$ cat src/rtl/complex_mult_host_if.sv
// Host-side bridge for the complex multiplier: operand FIFO toward the multiplier,
// result FIFO back to the host, credit-limited issue so results are never refused.
module complex_mult_host_if #(
  parameter int DATA_WIDTH = 8,
  parameter int FIFO_DEPTH = 4,
  parameter int CNT_WIDTH  = 16
) (
  input  logic                    clk,
  input  logic                    rstn,
  input  logic                    sw_rst,
  input  logic                    host_wr_en,
  input  logic [4*DATA_WIDTH-1:0] host_wr_data,
  output logic                    host_wr_full,
  input  logic                    host_rd_en,
  output logic [4*DATA_WIDTH-1:0] host_rd_data,
  output logic                    host_rd_empty,
  output logic                    op_val,
  input  logic                    op_ready,
  output logic [4*DATA_WIDTH-1:0] op_data,
  input  logic                    res_val,
  output logic                    res_ready,
  input  logic [4*DATA_WIDTH-1:0] res_data,
  output logic [CNT_WIDTH-1:0]    issued_cnt,
  output logic [CNT_WIDTH-1:0]    done_cnt,
  output logic [2:0]              err_flags
);

  localparam int WW = 4 * DATA_WIDTH;
  localparam int PW = (FIFO_DEPTH > 1) ? $clog2(FIFO_DEPTH) : 1;
  localparam int CW = PW + 1;
  localparam logic [CW-1:0] DEPTH_C  = CW'(FIFO_DEPTH);
  localparam logic [CW:0]   CREDIT_C = (CW + 1)'(FIFO_DEPTH);

  logic [WW-1:0] op_mem  [FIFO_DEPTH];
  logic [WW-1:0] res_mem [FIFO_DEPTH];
  logic [PW-1:0] op_wr_ptr, op_rd_ptr, res_wr_ptr, res_rd_ptr;
  logic [CW-1:0] op_count, res_count, outstanding;

  logic op_full, op_empty, res_full, res_empty;
  logic credit_ok;
  logic [CW:0] credit_sum;
  logic op_push, op_pop, res_acc, res_push, res_pop;
  logic spurious, rd_underflow, wr_overflow;

  assign op_full   = (op_count == DEPTH_C);
  assign op_empty  = (op_count == '0);
  assign res_full  = (res_count == DEPTH_C);
  assign res_empty = (res_count == '0);

  // Every issued operand reserves a result slot until the host drains it.
  assign credit_sum = {1'b0, outstanding} + {1'b0, res_count};
  assign credit_ok  = (credit_sum < CREDIT_C);

  assign op_val        = !op_empty && credit_ok;
  assign op_data       = op_empty ? '0 : op_mem[op_rd_ptr];
  assign host_wr_full  = op_full;
  assign res_ready     = !res_full;
  assign host_rd_empty = res_empty;
  assign host_rd_data  = res_empty ? '0 : res_mem[res_rd_ptr];

  assign op_push      = host_wr_en && !op_full;
  assign op_pop       = op_val && op_ready;
  assign res_acc      = res_val && res_ready;
  assign res_push     = res_acc && (outstanding != '0);
  assign spurious     = res_acc && (outstanding == '0);
  assign res_pop      = host_rd_en && !res_empty;
  assign rd_underflow = host_rd_en && res_empty;
  assign wr_overflow  = host_wr_en && op_full;

  always_ff @(posedge clk) begin
    if (op_push && !sw_rst) op_mem[op_wr_ptr] <= host_wr_data;
    if (res_push && !sw_rst) res_mem[res_wr_ptr] <= res_data;
  end

  always_ff @(posedge clk or negedge rstn) begin
    if (!rstn) begin
      op_wr_ptr   <= '0;
      op_rd_ptr   <= '0;
      op_count    <= '0;
      res_wr_ptr  <= '0;
      res_rd_ptr  <= '0;
      res_count   <= '0;
      outstanding <= '0;
      issued_cnt  <= '0;
      done_cnt    <= '0;
      err_flags   <= '0;
    end else if (sw_rst) begin
      op_wr_ptr   <= '0;
      op_rd_ptr   <= '0;
      op_count    <= '0;
      res_wr_ptr  <= '0;
      res_rd_ptr  <= '0;
      res_count   <= '0;
      outstanding <= '0;
      issued_cnt  <= '0;
      done_cnt    <= '0;
      err_flags   <= '0;
    end else begin
      if (op_push)  op_wr_ptr  <= op_wr_ptr + PW'(1);
      if (op_pop)   op_rd_ptr  <= op_rd_ptr + PW'(1);
      if (res_push) res_wr_ptr <= res_wr_ptr + PW'(1);
      if (res_pop)  res_rd_ptr <= res_rd_ptr + PW'(1);
      op_count    <= op_count + CW'(op_push) - CW'(op_pop);
      res_count   <= res_count + CW'(res_push) - CW'(res_pop);
      outstanding <= outstanding + CW'(op_pop) - CW'(res_push);
      issued_cnt  <= issued_cnt + CNT_WIDTH'(op_pop);
      done_cnt    <= done_cnt + CNT_WIDTH'(res_push);
      err_flags   <= err_flags | {spurious, rd_underflow, wr_overflow};
    end
  end

endmodule

$ cat config.mk
export PLATFORM = sky130hd
export DESIGN_NAME = complex_mult_host_if
export DESIGN_NICKNAME = d
export VERILOG_FILES = /design/src/rtl/complex_mult_host_if.sv
export SDC_FILE = /design/constraint.sdc
export NUM_CORES = 1
export LEC_CHECK = 0
export ABC_AREA = 1
export ABC_CLOCK_PERIOD_IN_PS = 5400
export BUFFER_PORTS_ARGS = -buffer_cell sky130_fd_sc_hd__buf_2
export CAP_MARGIN = 30
export CORE_AREA = 4 4 161 163
export CTS_CLUSTER_DIAMETER = 60
export DETAILED_ROUTE_END_ITERATION = 7
export DIE_AREA = 0 0 165 167
export GPL_ROUTABILITY_DRIVEN = 1
export GPL_TIMING_DRIVEN = 1
export PLACE_DENSITY = 0.76
export SETUP_SLACK_MARGIN = 0.15
export SYNTH_ARGS = -nofsm -noshare
export SYNTH_HDL_FRONTEND = slang
export SYNTH_SLANG_ARGS = --single-unit
export TNS_END_PERCENT = 10
$ cat constraint.sdc
create_clock -name clk -period 5.4 [get_ports clk]
set_input_delay 1.08 -clock clk [delete_from_list [all_inputs] [get_ports clk]]
set_output_delay 1.08 -clock clk [all_outputs]
set_load 0.005 [all_outputs]
==> impl_metrics.ini, run 1 <==
[power]
peakVddDrop_v = 0.000342
total_power_mw = 6.93
p_leak_nw = 5.96
powerDensity_nw_per_um2 = 457

[cells_and_area]
seq_area_um2 = 8990
final_cells = 1656
synthToLayoutAreaGrowth_pct = 18.1
nets = 1400
fin_util_pct = 62.4
multi_input_area_um2 = 3340
fill_cells = 1838
drive_above_1_share_pct = 20.3

[timing]
max_slew_margin_pct = 33.2
finalSetupViolations = 0
finalSetupTns_ps = 0
slew_violations = 0
worstMarginPinSlew_ps = 1000
fin_crit_sh_pct = 71.8
fin_crit_ps = 3880
fin_worst_skew_ps = 11.2
fmax_ghz = 0.258
hold_viol_final = 0
rsz0062_at_grt = no

[die]
ioPinCount = 174
core-area_um2 = 24300
dieHeight_um = 167
rows = 57
die_w_um = 165
start_util_pct = 52.8
die_area_um2 = 27600

[worst_setup_path]
worstPathRequired_ps = 4320
critPathMaxStageDelay_ps = 820
slowest_stage = inv_2
crit_path_cell_trace = buf_4 -> inv_2 -> o21ai_0 -> a21oi_1 -> buf_2
cp-start-kind = flop
cp-end-kind = output port
cp_top_family = buffers and inverters
critPathMaxFanout = 67
crit_buf_inv = 3
crit_type = flop to output port
worstPathArrival_ps = 2800

[placement]
dp.cells = 1597
gp_congestion = 0.828
hpwl_um = 16400
io_buffers = 173

[cts]
clk_latency_ps = 540
cts_hold_buf = 0
post_cts_resized = 0
htree_levels = 1
cts_tree = built
path_clk_slew_ps = 60
post_cts_buffers = 0
root_buffer = clkbuf_16
numClockSinks = 308
clockBufferDepth = 3
cts_buffers = 31

[logic_synthesis]
synth_edf_count = 256
ys.flop_type = edfxtp_1
synth-seq-cells = 308
synth-seq-area-share_pct = 70.0
synthArstFlopShare_pct = 16.9
synth.distinct_cells = 30
avgSynthCellArea_um2 = 11.3
netlist_instances = 1136
yosysWarnings = 0
netlist_area_um2 = 12800
syn_nets = 1230

[drt]
drt-total-wl_um = 26700
first_pass_iters = 5
ant_nets = 0
dr.first_iter.drc_count = 694
vias_per_cell = 5.21
num_vias = 8634
wl_per_cell_um = 16.1
drc = 0

[global_routing]
grt_pass1_wl_um = 42600
grt_max_degree = 68
grt_usage_pct = 19.0
grt.overflow.total = 0
grt_pass1_vias = 8395
antenna_found_initial = 5

[status]
outcome = complete, no violations

[hold_path]
worstHoldPathType = flop to flop

[job]
drv_cap = 0
[cells in the mapped netlist, types with 2 or more instances]
| library cell | n | area (um2) |
|---|---|---|
| ha_1 | 20 | 250 |
| edfxtp_1 | 256 | 7690 |
| inv_1 | 63 | 236 |
| nor2_4 | 2 | 22.5 |
| xor2_1 | 7 | 61.3 |
| a31oi_1 | 3 | 18.8 |
| dfrtp_1 | 52 | 1300 |
| buf_2 | 28 | 140 |
| clkbuf_1 | 9 | 33.8 |
| nand4_1 | 7 | 43.8 |
| nor2_1 | 325 | 1220 |
| buf_4 | 11 | 82.6 |
| a21oi_1 | 79 | 395 |
| buf_1 | 2 | 7.51 |
| nor2_2 | 5 | 31.3 |
| o21ai_0 | 57 | 285 |
| nand3_1 | 28 | 140 |
| nand2_1 | 66 | 248 |
| o21ai_1 | 91 | 455 |
| inv_2 | 7 | 26.3 |
| o21bai_1 | 2 | 15.0 |
| nand2_2 | 2 | 12.5 |
| xnor2_1 | 2 | 17.5 |
| fa_1 | 3 | 60.1 |
| clkbuf_2 | 4 | 20.0 |
[layout make-up]
class / instances / share of cell area, %
Sequential cell: 308 / 59.3
Multi-Input combinational cell: 704 / 22.0
Timing Repair Buffer: 191 / 7.03
Clock buffer: 34 / 5.19
Tap cell: 324 / 2.67
Clock inverter: 23 / 2.06
Inverter: 70 / 1.73
Antenna cell: 2 / 0.0330
[final timing paths]
path	slack (ps)	depth (start not counted)	start	end
setup / recovery	1520	5	op_rd_ptr[0]$_DFFE_PN0P_	op_data[3]
hold / removal	500	2	err_flags[2]$_DFF_PN0_	err_flags[2]$_DFF_PN0_
setup reg to reg	2740	12	op_count[1]$_DFF_PN0_	op_count[2]$_DFF_PN0_
hold reg to reg	500	2	err_flags[2]$_DFF_PN0_	err_flags[2]$_DFF_PN0_
max in group asynchronous	4260	2	rstn	op_rd_ptr[0]$_DFFE_PN0P_
min in group asynchronous	640	2	rstn	issued_cnt[12]$_DFF_PN0_
[worst min-delay path, delay by kind of cell, from the launching register on]
kind	cells	cell delay (ps)
compound gates	1	40
simple gates	1	80
flops	1	340
[kinds of logic after synthesis]
kind of cell | synth area share, %
AOI/OAI and AO/OA | 9.11
xor gates and xnor gates | 0.614
adders and majority gates | 2.42
buffers and inverters | 4.26
DFF | 70.0
and+or+nand+nor | 13.6
[stage by stage]
| stage | hold slack, ps | setup slack, ps | area, um2 |
|---|---|---|---|
| floorplan | 486 | 2080 | 12800 |
| global placement | 474 | 2010 | 14000 |
| CTS | 504 | 1500 | 15200 |
| global route | 540 | 1300 | 15200 |
| finish | 497 | 1520 | 15200 |
| detailed placement | 493 | 1920 | 14100 |
[power breakdown]
group,internal [mW],switching [mW]
Clock,1.39,0.873
Combinational,0.666,1.16
Sequential,2.75,0.0813
Total,4.81,2.12
[cell usage in the layout (no fill, tap or decap), drive strengths merged, types with 2 or more instances in the layout]
master    instances
nand2            68
clkinv           11
clkbuf           34
clkinvlp          4
dfrtp            52
diode             2
o21ai           148
a21oi            79
nand3            28
fa                3
bufinv            7
inv              71
ha               20
a31oi             3
o21bai            2
nor3              2
nand4             7
nor2            332
edfxtp          256
buf             191
xnor2             2
xor2              7
[sequential cells by signal, summed over array words and instances (netlist names)]
name and flops:
op_mem 128, op_wr_ptr 2, issued_cnt 16, done_cnt 16, res_count 3, res_mem 128, err_flags 3, res_rd_ptr 2
res_wr_ptr 2, outstanding 3, op_count 3, op_rd_ptr 2
[per-layer routing]
metal / global-route usage, % / routed length (um) / vias up / part of all wire (%)
met5: 0 / 57 / - / 0.21
met1: 24.8 / 11000 / 4049 / 41
li1: - / - / 4225 / -
met3: 4.28 / 2180 / 54 / 8.2
met4: 4.30 / 505 / 10 / 1.9
met2: 32.6 / 12900 / 296 / 48
Power figures use the tool's default switching activity.
==> run 2: changes to the inputs <==
ABC_CLOCK_PERIOD_IN_PS = 3150   (was 5400)
CORE_AREA = 4 4 163 165   (was 4 4 161 163)
DIE_AREA = 0 0 167 169   (was 0 0 165 167)
PLACE_DENSITY = 0.77   (was 0.76)
clock period = 3.15 ns   (was 5.4 ns; I/O delays follow)
==> impl_metrics.ini, run 2 (synthesized netlist as in run 1, its figures left out) <==
[status]
outcome = complete, no violations

[timing]
fin_crit_ps = 2870
worstMarginPinSlew_ps = 710
hold_viol_final = 0
fmax_ghz = 0.348
slew_violations = 0
max_slew_margin_pct = 52.6
fin_worst_skew_ps = 12.9
finalSetupTns_ps = 0
finalSetupViolations = 0
fin_crit_sh_pct = 91.1
rsz0062_at_grt = yes

[drt]
num_vias = 8784
drt-total-wl_um = 27300
wl_per_cell_um = 16.4
first_pass_iters = 5
dr.first_iter.drc_count = 712
drc = 0
vias_per_cell = 5.26
ant_nets = 0

[worst_setup_path]
crit_type = flop to output port
cp-start-kind = flop
cp-end-kind = output port
crit_path_cell_trace = buf_4 -> nor2_1 -> nor2_1 -> o21ai_0 -> a21oi_1 -> buf_2
critPathMaxStageDelay_ps = 560
critPathMaxFanout = 65
slowest_stage = buf_4
crit_buf_inv = 2
cp_top_family = buffers and inverters
worstPathArrival_ps = 2240
crit_top_cell = nor2_1
worstPathRequired_ps = 2520

[power]
pwr-share-seq_pct = 40.9
peakVddDrop_v = 0.000741
total_power_mw = 11.9
p_sw_mw = 3.70
swShare_pct = 31.1
p_comb_share_pct = 26.8
p_leak_nw = 6.00
powerDensity_nw_per_um2 = 776
power.clock.fraction_pct = 32.3
internal_power_mw = 8.19

[die]
die_area_um2 = 28200
ioPinCount = 174
dieHeight_um = 169
start_util_pct = 51.3
die_w_um = 167
rows = 58
core-area_um2 = 25000

[cts]
cts_buffers = 34
clk_latency_ps = 500
cts_tree = built
path_clk_slew_ps = 60
htree_levels = 2
clockBufferDepth = 3
root_buffer = clkbuf_16
numClockSinks = 308

[global_routing]
grt_usage_pct = 19.0
grt_max_degree = 67
grt_pass1_vias = 8413
grt_use_met3_pct = 4.88
grt_pass1_wl_um = 43300
met2_usage_pct = 32.8
grt.busiest_layer = met2
use_met1_pct = 24.1
antenna_found_initial = 4
grt.overflow.total = 0

[placement]
io_buffers = 173
hpwl_um = 16300
postPlaceCellArea_um2 = 14200
gp_congestion = 0.833

[cells_and_area]
final_common_cell = nor2_1
layout_common_cells = nor2_1 (317), edfxtp_1 (256), buf_2 (173)
drive_above_1_share_pct = 20.5
fin_area_um2 = 15300
largestRegisters = op_mem x128, res_mem x128
nets = 1408
synthToLayoutAreaGrowth_pct = 19.2
fin_util_pct = 61.2

[job]
drv_cap = 0

[hold_path]
worstHoldPathType = input pin to asynchronous set/reset pin
[run 2: cell types whose count changed in the layout (fill, tap and decap cells not counted), sizes merged]
cell / change
buf: +5
bufinv: -5
clkbuf: +11
clkinv: -2
clkinvlp: -2
diode: -1
inv: +3
[run 2: final cells by class]
class	count	area, um2
fillers	1927	9720
clock inverters	17	156
clock buffers	45	956
repair buffers	196	1170
inverters	70	263
well taps	330	413
flip-flops and latches	308	8990
diodes	1	2.50
multi-input cells	704	3370
[run 2: timing repair]
item / in CTS / in global routing
hold buffers: 0 / 0
gates resized for setup: 0 / 1
endpoints found under the setup margin: 0 / 2
setup buffers: 0 / 0
[run 2: routing by layer]
layer	vias up	part of all wire, %	wire length (um)
met4	8	1.9	526
met2	298	49	13400
met1	4175	41	11200
met3	58	7.9	2160
li1	4245	-	-
met5	-	0.17	47
[run 2: final timing paths]
check	start	end	slack, ps	depth (start not counted)
max in group asynchronous	rstn	res_rd_ptr[0]$_DFFE_PN0P_	2310	2
min reg2reg	err_flags[0]$_DFF_PN0_	err_flags[0]$_DFF_PN0_	520	2
max	res_rd_ptr[0]$_DFFE_PN0P_	host_rd_data[0]	280	6
max reg2reg	res_count[2]$_DFF_PN0_	op_count[2]$_DFF_PN0_	610	13
min in group clk	host_wr_data[22]	op_mem[1][22]$_DFFE_PP_	340	1
min	rstn	done_cnt[2]$_DFF_PN0_	150	1
[run 2: power groups by stage]
| stage | logic (mW) | registers, mW | clock network, mW |
|---|---|---|---|
| after detailed placement | 3.19 | 4.94 | 0 |
| after floorplan | 1.91 | 4.92 | 0 |
| after CTS | 3.23 | 4.86 | 3.92 |
| after global routing | 3.60 | 4.89 | 4.13 |
| final | 3.19 | 4.87 | 3.84 |
| after global placement | 3.13 | 4.93 | 0 |
[run 2: worst reg2reg max path, cell delays in order (launching register included)]
cell and delay [ps]:
dfrtp_1 430, ha_1 300, nor2_1 140, nand2_1 60
nor2_1 100, nand3_1 140, inv_1 150, ha_1 250
inv_1 60, ha_1 130, inv_1 50, fa_1 370
xor2_1 180, nor2_1 60
[run 2: through the flow]
stage,cells,hold WS [ps],setup slack (ps)
after floorplan,1136,334,280
after global placement,1608,501,704
after detailed placement,1608,509,687
after CTS,1670,146,261
after global routing,1670,188,137
final,1671,153,279
==> run 3: changes to the inputs <==
ABC_AREA = not set   (was 1)
CORE_AREA = 4 4 161 163   (was 4 4 163 165)
DIE_AREA = 0 0 165 167   (was 0 0 167 169)
==> impl_metrics.ini, run 3 <==
[status]
outcome = complete, no violations

[placement]
dp_slack_ps = 417
hpwl_um = 14900
postPlaceCellArea_um2 = 13800
gp_congestion = 0.723
io_buffers = 173

[timing]
max_slew_margin_pct = 62.2
hold_viol_final = 0
fin_worst_skew_ps = 6.14
postLayoutSetupSlackWorst_ps = 332
slew_violations = 0
fmax_ghz = 0.355
fin_crit_sh_pct = 89.5
finalSetupTns_ps = 0
rsz0062_at_grt = no
worstMarginPinSlew_ps = 567
finalSetupViolations = 0
fin_crit_ps = 2820

[global_routing]
grt_pass1_vias = 6886
grt_usage_pct = 17.3
antenna_found_initial = 6
grt.overflow.total = 0
grt_max_degree = 36
grt_pass1_wl_um = 37600

[logic_synthesis]
synth_common_cells = edfxtp_1 (256), mux4_2 (64), dfrtp_1 (52)
synth.distinct_cells = 46
synth.most_common_cell = edfxtp_1
yosysTopAreaCell = edfxtp_1
yosysWarnings = 0
netlist_instances = 676
ys.flop_type = edfxtp_1
synth-seq-area-share_pct = 71.8
synthTopCellsByArea = edfxtp_1 (61%), mux4_2 (12%), dfrtp_1 (10%)
yosys.area.top_type_share_pct = 61.4
synth_edf_count = 256
netlist_area_um2 = 12500
synthArstFlopShare_pct = 16.9
syn_nets = 770
avgSynthCellArea_um2 = 18.5
synth-seq-cells = 308

[power]
internal_power_mw = 8.34
p_comb_share_pct = 25.5
pwr-share-seq_pct = 43.0
powerDensity_nw_per_um2 = 772
total_power_mw = 11.4
power.clock.fraction_pct = 31.5
p_leak_nw = 5.51
p_sw_mw = 3.10
swShare_pct = 27.1
peakVddDrop_v = 0.000597

[cells_and_area]
fin_area_um2 = 14800
fill_cells = 1768
seq_area_um2 = 8990
fin_util_pct = 60.9
final_common_cell = edfxtp_1
layout_common_cells = edfxtp_1 (256), buf_2 (173), mux4_2 (64)
synthToLayoutAreaGrowth_pct = 18.4
largestRegisters = op_mem x128, res_mem x128
nets = 965
multi_input_area_um2 = 3280
drive_above_1_share_pct = 36.2

[die]
core-area_um2 = 24300
start_util_pct = 51.4
ioPinCount = 174
die_area_um2 = 27600
die_w_um = 165
dieHeight_um = 167
rows = 57

[drt]
dr.first_iter.drc_count = 400
drc = 0
num_vias = 6456
first_pass_iters = 4
vias_per_cell = 5.30
drt-total-wl_um = 23700
ant_nets = 0
wl_per_cell_um = 19.4

[worst_setup_path]
cp-end-kind = output port
r2r_end = outstanding[2]$_DFF_PN0_
worstPathArrival_ps = 2190
crit_type = flop to output port
rr_worst_depth = 12
reg2reg_setup_slack_ps = 400
r2r-start = res_count[2]$_DFF_PN0_
critPathMaxFanout = 13
cp-start-kind = flop
worstPathRequired_ps = 2520

[cts]
cts_buffers = 31
root_buffer = clkbuf_16
htree_levels = 1
path_clk_slew_ps = 60
post_cts_buffers = 0
clk_latency_ps = 550
cts_hold_buf = 0
post_cts_resized = 0
cts_tree = built
numClockSinks = 308
clockBufferDepth = 3

[job]
drv_cap = 0

[hold_path]
worstHoldPathType = input pin to asynchronous set/reset pin
run 3: changes by cell type in the layout (fill, tap and decap cells not counted), sizes merged, moves of 19 or more:
| cell | before | now |
|---|---|---|
| nor2 | 332 | 43 |
| o21ai | 148 | 5 |
| a21oi | 79 | 9 |
| mux4 | 0 | 64 |
| nand2 | 68 | 11 |
| inv | 74 | 21 |
| and2 | 0 | 40 |
| nor2b | 1 | 39 |
| xnor2 | 2 | 22 |
| nand3 | 28 | 9 |
run 3: stage by stage:
| stage | hold WS (ps) | std cells |
|---|---|---|
| floorplan | 334 | 676 |
| global route | 34.9 | 1219 |
| CTS | 6.58 | 1218 |
| detailed placement | 491 | 1162 |
| finish | 18.4 | 1219 |
| global placement | 481 | 1161 |
run 3: cells by family (layout without fill, tap and decap cells):
group | Yosys count | after routing | share of synthesized area [%]
adders and majority gates | 23 | 23 | 2.48
and+or+nand+nor | 181 | 181 | 8.86
DFF | 308 | 308 | 71.8
other | 0 | 1 | 0
xor gates and xnor gates | 33 | 33 | 2.31
muxes | 66 | 66 | 11.7
buffers and inverters | 47 | 265 | 1.99
AOI/OAI and AO/OA | 18 | 18 | 0.840
run 3: final cells by class:
class	count	area share, %
clock buffers	39	5.64
diodes	1	0.0169
repair buffers	191	7.10
flip-flops and latches	308	60.7
well taps	324	2.74
inverters	18	0.456
multi-input cells	321	22.2
clock inverters	17	1.17
run 3: per-layer routing:
metal	track usage (%)	vias up	routed length, um
met2	29.2	171	11900
met4	3.83	10	395
met5	0	-	50
li1	-	2963	-
met3	4.89	42	1770
met1	22.4	3270	9530
run 3: power groups by stage:
stage	logic, mW	registers [mW]	clock network [mW]
2_1_floorplan	1.94	4.91	0
3_3_place_gp	2.95	4.98	0
3_5_place_dp	2.98	5.00	0
4_1_cts	3.01	4.92	3.69
5_1_grt	3.26	4.95	3.87
6_report	2.92	4.91	3.61
run 3: worst max-delay path by stage:
| stage | endpoint | start | slack (ps) | cells after the start |
|---|---|---|---|---|
| CTS | host_rd_data[9] | res_rd_ptr[0]$_DFFE_PN0P_ | 160 | 4 |
| global route | host_rd_data[9] | res_rd_ptr[0]$_DFFE_PN0P_ | 200 | 4 |
| global placement | outstanding[2]$_DFF_PN0_ | res_count[2]$_DFF_PN0_ | 490 | 12 |
| floorplan | outstanding[2]$_DFF_PN0_ | res_count[2]$_DFF_PN0_ | 580 | 13 |
| detailed placement | outstanding[2]$_DFF_PN0_ | res_count[2]$_DFF_PN0_ | 420 | 12 |
| finish | host_rd_data[9] | res_rd_ptr[0]$_DFFE_PN0P_ | 330 | 4 |
run 3: worst max-delay path, stage by stage (launching register included):
cell and delay (ps):
dfrtp_4 600, buf_12 210, mux4_2 510, nor2b_1 160, buf_2 150
